[src/rtl/pipe_stage_reg.sv]
// Pipeline stage register: valid/control/data carried between stages with stall hold,
// external and self-squash, and saturating stall/flush event counters.
module pipe_stage_reg #(
   parameter int unsigned DATA_W             = 64,
   parameter int unsigned CTRL_W             = 16,
   parameter int unsigned NSTALL             = 2,
   parameter int unsigned FLUSH_OVER_STALL   = 0,
   parameter int unsigned SELF_FLUSH         = 1,
   parameter int unsigned SELF_FLUSH_BIT     = 0,
   parameter int unsigned ZERO_DATA_ON_FLUSH = 1,
   parameter int unsigned CNT_W              = 16
) (
   input  logic              clk,
   input  logic              rst,
   input  logic [NSTALL-1:0] stall_in,
   input  logic              flush_in,
   input  logic              valid_in,
   input  logic [CTRL_W-1:0] ctrl_in,
   input  logic [DATA_W-1:0] data_in,
   input  logic              cnt_clr,
   output logic              valid_out,
   output logic [CTRL_W-1:0] ctrl_out,
   output logic [DATA_W-1:0] data_out,
   output logic [CNT_W-1:0]  stall_cnt,
   output logic [CNT_W-1:0]  flush_cnt
);

   localparam logic [CNT_W-1:0] CNT_MAX = '1;
   localparam bit FOS_EN  = (FLUSH_OVER_STALL != 0);
   localparam bit SELF_EN = (SELF_FLUSH != 0);
   localparam bit ZERO_EN = (ZERO_DATA_ON_FLUSH != 0);

   logic stall;
   logic self_kill;
   logic flush_wins;
   logic hold;
   logic squash;

   // Action select: hold, squash or load, with flush/stall order set by FOS_EN
   always_comb begin
      stall      = |stall_in;
      self_kill  = SELF_EN && valid_out && ctrl_out[SELF_FLUSH_BIT] && !stall;
      flush_wins = FOS_EN && flush_in;
      hold       = stall && !flush_wins;
      squash     = flush_wins || (!stall && (flush_in || self_kill));
   end

   always_ff @(posedge clk or posedge rst) begin
      if (rst) begin
         valid_out <= 1'b0;
         ctrl_out  <= '0;
         data_out  <= '0;
      end else if (squash) begin
         valid_out <= 1'b0;
         ctrl_out  <= '0;
         data_out  <= ZERO_EN ? '0 : data_in;
      end else if (!hold) begin
         valid_out <= valid_in;
         // bubbles never carry control
         ctrl_out  <= valid_in ? ctrl_in : '0;
         data_out  <= data_in;
      end
   end

   // Saturating performance counters; clear beats increment
   always_ff @(posedge clk or posedge rst) begin
      if (rst) begin
         stall_cnt <= '0;
         flush_cnt <= '0;
      end else if (cnt_clr) begin
         stall_cnt <= '0;
         flush_cnt <= '0;
      end else begin
         if (hold && valid_out && (stall_cnt != CNT_MAX))
            stall_cnt <= stall_cnt + CNT_W'(1);
         if (squash && (flush_cnt != CNT_MAX))
            flush_cnt <= flush_cnt + CNT_W'(1);
      end
   end

endmodule

[config.mk]
export PLATFORM = sky130hd
export DESIGN_NAME = pipe_stage_reg
export DESIGN_NICKNAME = d
export VERILOG_FILES = /design/src/rtl/pipe_stage_reg.sv
export SDC_FILE = /design/constraint.sdc
export NUM_CORES = 1
export LEC_CHECK = 0
export ABC_AREA = 0
export CORE_MARGIN = 2
export CORE_UTILIZATION = 42
export DETAILED_ROUTE_END_ITERATION = 12
export PLACE_DENSITY_LB_ADDON = 0.25
export SLEW_MARGIN = 15
export SYNTH_ARGS = -nofsm -noshare
export SYNTH_HDL_FRONTEND = slang
export SYNTH_SLANG_ARGS = --single-unit
[constraint.sdc]
create_clock -name clk -period 5.1 [get_ports clk]
set_input_delay 1.53 -clock clk [delete_from_list [all_inputs] [get_ports clk]]
set_output_delay 1.53 -clock clk [all_outputs]
set_load 0.05 [all_outputs]
; ---- Word-level counts from Yosys, hierarchy flattened
; Cells that the tools add are included.
[totals]
regBits = 113
inputBits = 87
out_inout_bits = 113
wordCells = 32
[classes]
add_sub_neg = 2
eq_ne = 3
mux = 11
reduce_logical = 11
[op_table]
columns = op, n
row1 = two-way mux 64 bit, 2
row2 = two-way mux 16 bit, 7
row3 = adder 16 x 1 -> 16 bit (second input constant), 2
row4 = != test 16 bit (second input constant), 2
row5 = logical AND 1 bit, 6
row6 = nonzero test 2 bit, 2
row7 = two-way mux 1 bit, 2
row8 = != test 2 x 1 -> 1 bit (second input constant), 1
row9 = OR reduction 2 bit, 1
row10 = logical NOT 1 bit, 1
row11 = logical OR 1 bit, 1

; ---- Logic depth before layout (Yosys ltp)
; Gate-level depths: netlist of the first run.
[depth]
ltp_word = 8
mapped_depth = 7
mapped_depth_nobuf = 6

; ---- Worst setup path after synthesis of the first run
; OpenSTA, ideal clock, no wires.
[synth_path]
kind = input to register
startpoint = in stall_in[1]
endpoint = reg flush_cnt[14]
setup_time_ps = 94
arrival_ps = 2795
required_ps = 5006
slack_ps = 2211
path_stages = 6
n_path_buf = 1
path_cell_list = or2_1 -> buf_6 -> or4_4 -> nor3_2 -> nor2_1 -> a211oi_1
[synth_via]
elab_chain_len = 7
[synth_lines]
columns = element, line
row1 = from (decl), 15  ; input logic [NSTALL-1:0] stall_in,
row2 = OR reduction 2 bit *, 41  ; stall = |stall_in;
row3 = logical NOT 1 bit *, -
row4 = logical AND 1 bit, 42  ; self_kill = SELF_EN && valid_out && ctrl_out[SELF_FLUSH_BIT] && !stall;
row5 = logical OR 1 bit, 45  ; squash = flush_wins || (!stall && (flush_in || self_kill));
row6 = logical AND 1 bit *, 45
row7 = logical AND 1 bit *, 76  ; if (squash && (flush_cnt != CNT_MAX))
row8 = nonzero test 2 bit (no source line) *, -
row9 = to (signal assigned), 77  ; flush_cnt <= flush_cnt + CNT_W'(1);
row10 = to (decl), 25  ; output logic [CNT_W-1:0] flush_cnt
; Every way passes the cells marked *; elsewhere a longest branch is shown, timed or not.
; A chain may end at the register's enable or synchronous reset.

; ---- Worst setup path in the final report of the first run
[layout_path]
startpoint = in stall_in[1]
endpoint = reg ctrl_out[15]
[layout_via]
elab_chain_len = 6
elab_cells_between_ends = 7
classes_between = eq/ne (1) / mux (1) / reduce/logical (5)
[layout_lines]
columns = element, line
row1 = OR reduction 2 bit *, 41
row2 = logical NOT 1 bit, -
row3 = logical AND 1 bit, 42
row4 = logical OR 1 bit, 45
row5 = logical AND 1 bit, 45
row6 = != test 2 x 1 -> 1 bit (no source line) / two-way mux 16 bit (equally long branches), -
row7 = to (signal assigned), 60  ; ctrl_out <= valid_in ? ctrl_in : '0;
row8 = to (decl), 22  ; output logic [CTRL_W-1:0] ctrl_out,
; Marks and branches as above.

==> impl_results.md, run 1 <==
* Final HPWL DP at about 8400 um
* Initial Utilization at 43.4%
* Sequential Area at between 2000 and 3000 um2
* Die Wd at approximately 110 um
* Final min period at approximately 3.5 ns
* Largest net degree at the start of global routing at 89
* Final GP Congestion at between 0.7 and 0.8
* Mapped Cells at approximately 360
* Multi-input combinational cell area at 1590 um2
* Num CTS Buffers at 17
* Post-CTS Setup Repair Bufs at 0
* Placed insts at between 600 and 700
* Power per cell area at around 380 nW/um2
* Port buffer count at ~200
* Vias per Instance at 5.24
* Initial antenna violation count at 0
* Antenna viol nets, final at 0
* Final WS setup at 1.60 ns
* Setup Skew at around 0.013 ns
* First-pass GRT wire length at 18900 um
* Fill count at 802
* Setup crit start kind: primary input
* H-tree levels at 4
* IO Count at 200
* Setup repair after global routing missed its margin: false
* Hold WS at slightly above 0.5 ns
* WL per Instance at about 17 um
* CTS tree: built
* CP required at roughly 5.5 ns
* Max Cap Viol at 0
* Commonest cells after routing, fill and taps aside: 199 x clkdlybuf4s50_1, 113 x dfrtp_1, 80 x a22o_1, 31 x nor2_1, 16 x clkbuf_16
* Setup TNS at 0 ns
* Worst slew margin at between 20 and 25%
* Total number of vias at around 3700
* Final hold violation count at 0
* Worst-path clk slew at approximately 0.050 ns
* Switching Fraction at between 20% and 30%
* Status: finished clean
* Fmax at around 0.29 GHz
* Die height at between 100 and 150 um
* Syn_nets at approximately 450
* Non-Filler Cell Area, Final at 7230 um2
* # clock sinks at 113
* Reg power frac at a little over a third
* Max FO, Critical Path at approximately 90
* Peak supply drop at around 260 uV
* Vias in the first global route at 3799
* Routed WL at about 12000 um
* Hold buffers post-CTS at 0
* Gate power share at between 10% and 20%
* Commonest non-fill, non-tap cell in the layout: clkdlybuf4s50_1
* GRT Resource Usage Total at 21.0%
* Area delta synth->final at 59.8%
* Slew @ Worst Pin at 1.12 ns
* Yosys cell types at 36
* Post-layout nets at between 600 and 700
* DRT iter0 DRCs at roughly 160
* Post_cts resized at 0
* Post-Place Worst Slack at about 1.1 ns
* CP arrival at 3.93 ns
* Power Internal at around 2 mW
* Post-place instance area at 6620 um2
* Final period util at roughly 70%
* Post-synthesis sequential area ratio at approximately 62%
* Total die area at 11600 um2
* N_diodes at 0
* CP Capture Type: register
* Num rows at 37
* Share of layout cells above drive strength 1 at 6.83%
* Leak at between 3 and 4 nW
* Clock Power Share at between 40% and 50%
* Max Slew Vio Count at 0
* DRC at 0
* Synth Warn # at 0
* Sw Pwr at around 770 uW
* Worst setup path class: primary input to register
* Core region area at about 10000 um2
* Clock root cell: clkbuf_8
* Tightest Hold Check Type: register to register
* Global route total overflow at 0
* Final setup fails at 0
* DRT Pass-1 Iters at 4
* Layout Cells excl Fill at roughly 710
* Deepest clock path buffer count at 2
* Register bit count reported by yosys at around 110
* Synth Cell Area at around 4500 um2
* Synth Area per Inst at roughly 13 um2
* Clock Latency Late Sink at 0.50 ns
## sequential cells by signal, summed over array words and instances, names as in the netlist
| register | cells |
|---|---|
| ctrl_out | 16 |
| flush_cnt | 16 |
| stall_cnt | 16 |
| valid_out | 1 |
| data_out | 64 |
## final timing paths
kind,startpoint,to,slack (ns),cells past startpoint
setup / recovery,stall_in[1],ctrl_out[15],1.60,5
hold / removal,data_out[53],data_out[53],0.50,1
min in group asynchronous,rst,data_out[61],1.48,2
setup reg to reg,valid_out,ctrl_out[15],2.65,4
hold reg to reg,data_out[53],data_out[53],0.50,1
max in group asynchronous,rst,data_out[30],2.85,3
## power groups by stage
stage                     clock [mW]  sequential, mW  combinational (mW)
after floorplan                    0            1.24              0.0950
after global placement             0            1.02               0.546
after detailed placement           0            1.02               0.553
after CTS                       1.23            1.01               0.553
after global routing            1.26            1.01               0.570
final                           1.21            1.01               0.547
## layer usage
layer / share of wire [%] / track usage (%) / wire length [um] / vias to the layer above
li1: - / - / - / 1729
met1: 41 / 26.3 / 4970 / 1799
met2: 49 / 34.0 / 5970 / 160
met3: 8.5 / 7.45 / 1030 / 16
met4: 1.4 / 7.14 / 166 / 0
met5: 0 / 0 / 0 / -
## synthesized netlist by cell type
cell / count / area (um2)
a21oi_1: 9 / 45.0
xnor2_1: 14 / 123
nor2b_1: 2 / 12.5
ha_1: 2 / 25.0
buf_6: 1 / 11.3
or4_4: 1 / 11.3
nand4_1: 10 / 62.6
o2111ai_1: 1 / 8.76
mux2i_1: 2 / 20.0
nand3_1: 10 / 50.1
nor3_2: 1 / 10.0
and2_1: 3 / 18.8
clkbuf_1: 13 / 48.8
nor2_1: 31 / 116
o211a_1: 1 / 10.0
nor4_1: 3 / 18.8
or2_1: 2 / 12.5
or3b_2: 1 / 8.76
nor3b_1: 1 / 7.51
and4_1: 2 / 17.5
dfrtp_1: 113 / 2830
or4_1: 1 / 7.51
buf_2: 9 / 45.0
o2111a_1: 1 / 11.3
xor2_1: 10 / 87.6
nor4_4: 1 / 21.3
a22o_1: 80 / 701
nand2_1: 13 / 48.8
a211oi_1: 2 / 15.0
or3_1: 3 / 18.8
inv_1: 3 / 11.3
nand3_2: 1 / 10.0
and3_1: 3 / 18.8
nor4b_1: 1 / 8.76
o21ai_0: 3 / 15.0
nor3_1: 8 / 40.0
## final cells by class
| class | count | share of cell area [%] |
|---|---|---|
| flip-flops and latches | 113 | 39.1 |
| repair buffers | 201 | 27.9 |
| multi-input cells | 223 | 22.0 |
| clock buffers | 21 | 6.21 |
| well taps | 136 | 2.35 |
| clock inverters | 10 | 2.20 |
| inverters | 3 | 0.190 |
## critical path, cell delays in order
cell,delay [ns]
clkdlybuf4s50_1,0.45
or2_4,0.55
nor2b_4,0.55
and2_1,0.57
a22o_1,0.22
## cells by family (layout without fill, tap and decap cells)
group,count (synthesis),in the layout,synth area share [%]
mux,2,2,0.442
compound gates,97,97,17.8
flops,113,113,62.5
simple gates,98,98,11.5
fa+ha+maj,2,2,0.553
xor+xnor,24,24,4.64
buf+inv,26,235,2.57
## per-stage QoR
stage	util, %	total power, mW
after floorplan	-	1.33
final	69.4	2.76
after global routing	69.4	2.85
after CTS	69.4	2.79
after global placement	63.6	1.56
after detailed placement	63.6	1.57
(Power assumes the default switching activity.)
==> run 2: changes to the inputs <==
- clock period: 5.1 -> 3.45 ns (I/O delays scaled with it)
==> run 2 against run 1 <==
Worst setup slack got worse by 1.0 ns; clock skew rose by 0.0014 ns; combinational power rose by 49%; global-route usage rose by 1.1 points; count of clock-buffer cells in the layout rose by 1; highest routed layer unchanged.
==> impl_results.md, run 2 (synthesized netlist as in run 1, its figures left out) <==
* Status: finished clean (unchanged)
* Worst path slowest cell: clkdlybuf4s50_1 (was and2_1)
* Hold buffers post-CTS at 0 (unchanged)
* Top reg by flops: data_out (unchanged)
* CP Capture Type: primary output (was register)
* CP arrival at 1.82 ns (was 3.93 ns)
* Commonest cells after routing, fill and taps aside: 199 x clkdlybuf4s50_1, 113 x dfrtp_1, 80 x a22o_1, 31 x nor2_1, 16 x clkbuf_16 (unchanged)
* Max FO, Critical Path at 6 (was 88)
* Num rows at 37 (unchanged)
* Initial Utilization at 43.4% (unchanged)
* Worst setup path class: register to primary output (was primary input to register)
* H-tree levels at 4 (unchanged)
* Multi-input combinational cell area at 1590 um2 (unchanged)
* Leak at 3.12 nW (was 3.09 nW)
* WL per Instance at 17.5 um (was 17.2 um)
* Largest net degree at the start of global routing at 68 (was 89)
* Peak supply drop at 339 uV (was 255 uV)
* GRT Resource Usage Total at 22.1% (was 21.0%)
* # clock sinks at 113 (unchanged)
* Final min period at 2.85 ns
* Core region area at 10400 um2 (unchanged)
* Placed insts at 680 (was 676)
* Setup crit start kind: register (was primary input)
* Cell family with most CP delay: buffers and inverters (was simple AND/OR/NAND/NOR gates)
* Num CTS Buffers at 17 (unchanged)
* Tightest Hold Check Type: register to register (unchanged)
* DRC at 0 (unchanged)
* Area delta synth->final at 61.0% (was 59.8%)
* Total die area at 11600 um2 (unchanged)
* Deepest clock path buffer count at 2 (unchanged)
* Critical-path cell list: clkdlybuf4s50_1 (was clkdlybuf4s50_1 > or2_4 > nor2b_4 > and2_1 > a22o_1)
* Global route total overflow at 0 (unchanged)
* Post-CTS Setup Repair Bufs at 0 (unchanged)
* Routed WL at 12500 um (was 12100 um)
* Final HPWL DP at 8530 um (was 8400 um)
* Vias in the first global route at 3911 (was 3799)
* CP required at 2.41 ns (was 5.53 ns)
* Clock root cell: clkbuf_8 (unchanged)
* Max Slew Vio Count at 0 (unchanged)
* Fill count at 781 (was 802)
* Fmax at approximately 0.35 GHz
* Port buffer count at 199 (unchanged)
* CP Buf/Inv Count at 1 (unchanged)
* N_diodes at 0 (unchanged)
* DRT iter0 DRCs at 179 (was 159)
* Power per cell area at 573 nW/um2 (was 382 nW/um2)
* Largest register FFs at 64 (unchanged)
* Commonest non-fill, non-tap cell in the layout: clkdlybuf4s50_1 (unchanged)
* CTS tree: built (unchanged)
* Total number of vias at 3750 (was 3704)
* Final hold violation count at 0 (unchanged)
* Vias per Instance at 5.27 (was 5.24)
* Hold WS at 0.501 ns (was 0.503 ns)
* Clock Latency Late Sink at 0.50 ns (about the same)
* Initial antenna violation count at 0 (unchanged)
* Die height at 108 um (unchanged)
* Post_cts resized at 0 (unchanged)
* First-pass GRT wire length at 19800 um (was 18900 um)
* Final GP Congestion at 0.799 (was 0.790)
* Total power at 4.18 mW (was 2.76 mW)
* Post-layout nets at 652 (was 648)
* IO Count at 200 (unchanged)
* Die Wd at 108 um (unchanged)
* Setup Skew at 0.0142 ns (was 0.0128 ns)
* Final period util at between 80% and 90%
* Antenna viol nets, final at 0 (unchanged)
* CP peak stage delay at 0.85 ns (was 0.57 ns)
* DRT Pass-1 Iters at 4 (unchanged)
* Sequential Area at 2830 um2 (unchanged)
* Worst slew margin at 44.2% (was 24.8%)
* Setup repair after global routing missed its margin: false (unchanged)
* Layout Cells excl Fill at 712 (was 707)
* Max Cap Viol at 0 (unchanged)
* Share of layout cells above drive strength 1 at 7.47% (was 6.83%)
* R2r setup slk at 1.32 ns (was 2.65 ns)
* Final setup fails at 0 (unchanged)
* Slew @ Worst Pin at 0.831 ns (was 1.12 ns)
* Worst-path clk slew at 0.06 ns (was 0.05 ns)
* Setup TNS at 0 ns (unchanged)
## run 2: changes by cell type in the layout (fill, tap and decap cells not counted), sizes merged
cell | before | now
inv | 3 | 2
bufinv | 4 | 5
clkbuf | 21 | 22
buf | 2 | 6
## run 2: worst paths after layout
| check | startpoint | endpoint | cells after the start |
|---|---|---|---|
| setup / recovery | valid_out | valid_out | 1 |
| hold / removal | data_out[11] | data_out[11] | 1 |
| setup reg to reg | flush_cnt[0] | flush_cnt[1] | 6 |
| hold reg to reg | data_out[11] | data_out[11] | 1 |
| max in group asynchronous | rst | stall_cnt[2] | 3 |
| min in group asynchronous | rst | flush_cnt[2] | 2 |
## run 2: stage by stage
step | util (%) | setup slack (ns) | instance area, um2
after floorplan | - | 1.04 | 4530
after global placement | 63.9 | 0.429 | 6650
after detailed placement | 63.9 | 0.383 | 6650
final | 70.0 | 0.599 | 7290
after CTS | 70.0 | 0.562 | 7290
after global routing | 70.0 | 0.520 | 7290
## run 2: layer usage
layer | routed length [um] | track usage (%) | up-vias
li1 | - | - | 1739
met1 | 5070 | 27.0 | 1837
met2 | 6130 | 35.5 | 160
met3 | 1090 | 7.99 | 14
met4 | 200 | 9.16 | 0
met5 | 0 | 0 | -
## run 2: cell type report
cell class,instances,area share (%)
Sequential cell,113,38.8
Timing Repair Buffer,205,28.1
Multi-Input combinational cell,223,21.8
Clock buffer,22,6.21
Clock inverter,10,2.49
Tap cell,136,2.33
Inverter,3,0.206
## run 2: power by group
group          switching (mW)  internal [mW]  total [mW]  leakage, nW
clock network           0.596           1.28        1.88        0.309
logic                   0.493          0.320       0.813         1.30
registers              0.0639           1.42        1.49         1.51
total                    1.15           3.02        4.18         3.12
==> run 3: changes to the inputs <==
- CORE_UTILIZATION: 42 -> 38
- clock period: 3.45 -> 2.4 ns (I/O delays scaled with it)
==> run 3 against run 2 <==
The flow now finishes with violations (design-rule violations); worst hold slack worse by 0.00074 ns; clock power is 36% higher; final area is 1.5% higher; via count is 0.45% higher; critical path type unchanged; critical endpoint is now stall_cnt[4]; highest routed layer unchanged.
==> impl_results.md, run 3 (synthesized netlist as in run 1, its figures left out) <==
* Final setup fails at 0 (unchanged)
* Status: complete, but fails checks (was finished clean)
* Share of layout cells above drive strength 1 at 10.1% (was 7.47%)
* Slew @ Worst Pin at 0.600 ns (was 0.831 ns)
* Final GP Congestion at 0.803 (was 0.799)
* Die height at 113 um (was 108 um)
* CP peak stage delay at 0.83 ns (was 0.85 ns)
* Top reg by flops: data_out (unchanged)
* Hold buffers post-CTS at 0 (unchanged)
* Cell family with most CP delay: buffers and inverters (unchanged)
* Worst setup path class: register to primary output (unchanged)
* Largest net degree at the start of global routing at 114 (was 68)
* Power per cell area at 792 nW/um2 (was 573 nW/um2)
* Final period util at approximately 98%
* Total power at 5.85 mW (was 4.18 mW)
* CP required at 1.68 ns (was 2.41 ns)
* Setup crit start kind: register (unchanged)
* CP arrival at 1.63 ns (was 1.82 ns)
* Leak at 3.49 nW (was 3.12 nW)
* Deepest clock path buffer count at 2 (unchanged)
* Total number of vias at 3767 (was 3750)
* Tightest Hold Check Type: register to register (unchanged)
* Largest register FFs at 64 (unchanged)
* Setup repair after global routing missed its margin: false (unchanged)
* R2r setup slk at 0.28 ns (was 1.32 ns)
* Num CTS Buffers at 17 (unchanged)
* Placed insts at 698 (was 680)
* Fmax at around 0.42 GHz
* IO Count at 200 (unchanged)
* WL per Instance at 17.2 um (was 17.5 um)
* Failing checks: design-rule violations
* Initial Utilization at 39.3% (was 43.4%)
* Clock root cell: clkbuf_16 (was clkbuf_8)
* CP Capture Type: primary output (unchanged)
* Core region area at 11500 um2 (was 10400 um2)
* Setup TNS at 0 ns (unchanged)
* Vias in the first global route at 3922 (was 3911)
* Commonest cells after routing, fill and taps aside: 172 x clkdlybuf4s50_1, 113 x dfrtp_1, 80 x a22o_1, 31 x nor2_1, 18 x buf_4 (was 199 x clkdlybuf4s50_1, 113 x dfrtp_1, 80 x a22o_1, 31 x nor2_1, 16 x clkbuf_16)
* Area delta synth->final at 63.4% (was 61.0%)
* Critical-path cell list: clkdlybuf4s50_1 (unchanged)
* Worst-path clk slew at 0.05 ns (was 0.06 ns)
* Layout Cells excl Fill at 730 (was 712)
* Port buffer count at 199 (unchanged)
* GRT Resource Usage Total at 20.0% (was 22.1%)
* Clock Latency Late Sink at 0.39 ns (was 0.50 ns)
* Final min period at 2.35 ns
* H-tree levels at 4 (unchanged)
* Setup Skew at 0.00916 ns (was 0.0142 ns)
* Peak supply drop at 402 uV (was 339 uV)
* Post-layout nets at 663 (was 652)
* Final HPWL DP at 8470 um (was 8530 um)
* DRC at 9 (was 0)
* Max FO, Critical Path at 4 (was 6)
* N_diodes at 0 (unchanged)
* CP Buf/Inv Count at 1 (unchanged)
* Num rows at 39 (was 37)
* Initial antenna violation count at 0 (unchanged)
* Max Cap Viol at 0 (unchanged)
* Global route total overflow at 0 (unchanged)
* First-pass GRT wire length at 20200 um (was 19800 um)
* Commonest non-fill, non-tap cell in the layout: clkdlybuf4s50_1 (unchanged)
* DRT Pass-1 Iters at 8 (was 4)
* CTS tree: built (unchanged)
* Worst path slowest cell: clkdlybuf4s50_1 (unchanged)
* Routed WL at 12500 um (about the same)
* Final hold violation count at 0 (unchanged)
* Antenna viol nets, final at 0 (unchanged)
* # clock sinks at 113 (unchanged)
* Vias per Instance at 5.16 (was 5.27)
* Worst slew margin at 60.0% (was 44.2%)
* Die Wd at 113 um (was 108 um)
* DRT iter0 DRCs at 254 (was 179)
* Max Slew Vio Count at 0 (unchanged)
* Total die area at 12800 um2 (was 11600 um2)
[run 3: cell count changes in the layout (fill, tap and decap cells not counted), moves of 2 or more]
cell	previous run	this run
buf_12	1	3
buf_4	5	18
bufinv_16	5	3
clkdlybuf4s50_1	199	172
clkinvlp_4	2	4
dlygate4sd2_1	0	8
dlymetal6s2s_1	0	15
[run 3: final cells by class]
class | instances | area (um2)
clock inverter | 10 | 133
tap | 143 | 179
fill | 923 | 4120
inverter | 3 | 15.0
timing repair buffer | 216 | 2170
clock buffer | 22 | 474
sequential | 113 | 2830
multi-input combinational | 223 | 1590
[run 3: timing repair]
item / 4_1_cts / 5_1_grt
endpoints found under the setup margin: 8 / 15
gates resized for setup: 8 / 15
setup buffers: 0 / 0
[run 3: power breakdown]
part / internal, mW / switching, mW
combinational: 0.465 / 0.707
sequential: 2.04 / 0.0871
clock: 1.71 / 0.843
total: 4.22 / 1.64
[run 3: final timing paths]
path,start,to,cells past startpoint
max reg2reg,flush_cnt[0],flush_cnt[11],7
max,stall_cnt[4],stall_cnt[4],1
max in group asynchronous,rst,data_out[1],3
min in group asynchronous,rst,stall_cnt[10],3
min reg2reg,data_out[30],data_out[30],1
min,data_out[30],data_out[30],1
[run 3: stage by stage]
| stage | hold slack (ns) | instance area, um2 | util [%] | setup WS (ns) |
|---|---|---|---|---|
| finish | 0.500 | 7390 | 64.2 | 0.0459 |
| global route | 0.515 | 7390 | 64.2 | 0.00372 |
| CTS | 0.506 | 7360 | 63.9 | 0.00188 |
| detailed placement | 0.491 | 6760 | 58.7 | -0.150 |
| global placement | 0.488 | 6760 | 58.7 | -0.123 |
| floorplan | 0.792 | 4530 | - | 0.177 |
[run 3: metal layers]
| metal | global-route usage (%) | routed length (um) | share of wire, % |
|---|---|---|---|
| met5 | 0 | 0 | 0 |
| met4 | 7.56 | 155 | 1.2 |
| met3 | 7.07 | 1040 | 8.3 |
| met2 | 31.8 | 6070 | 49 |
| met1 | 25.2 | 5250 | 42 |
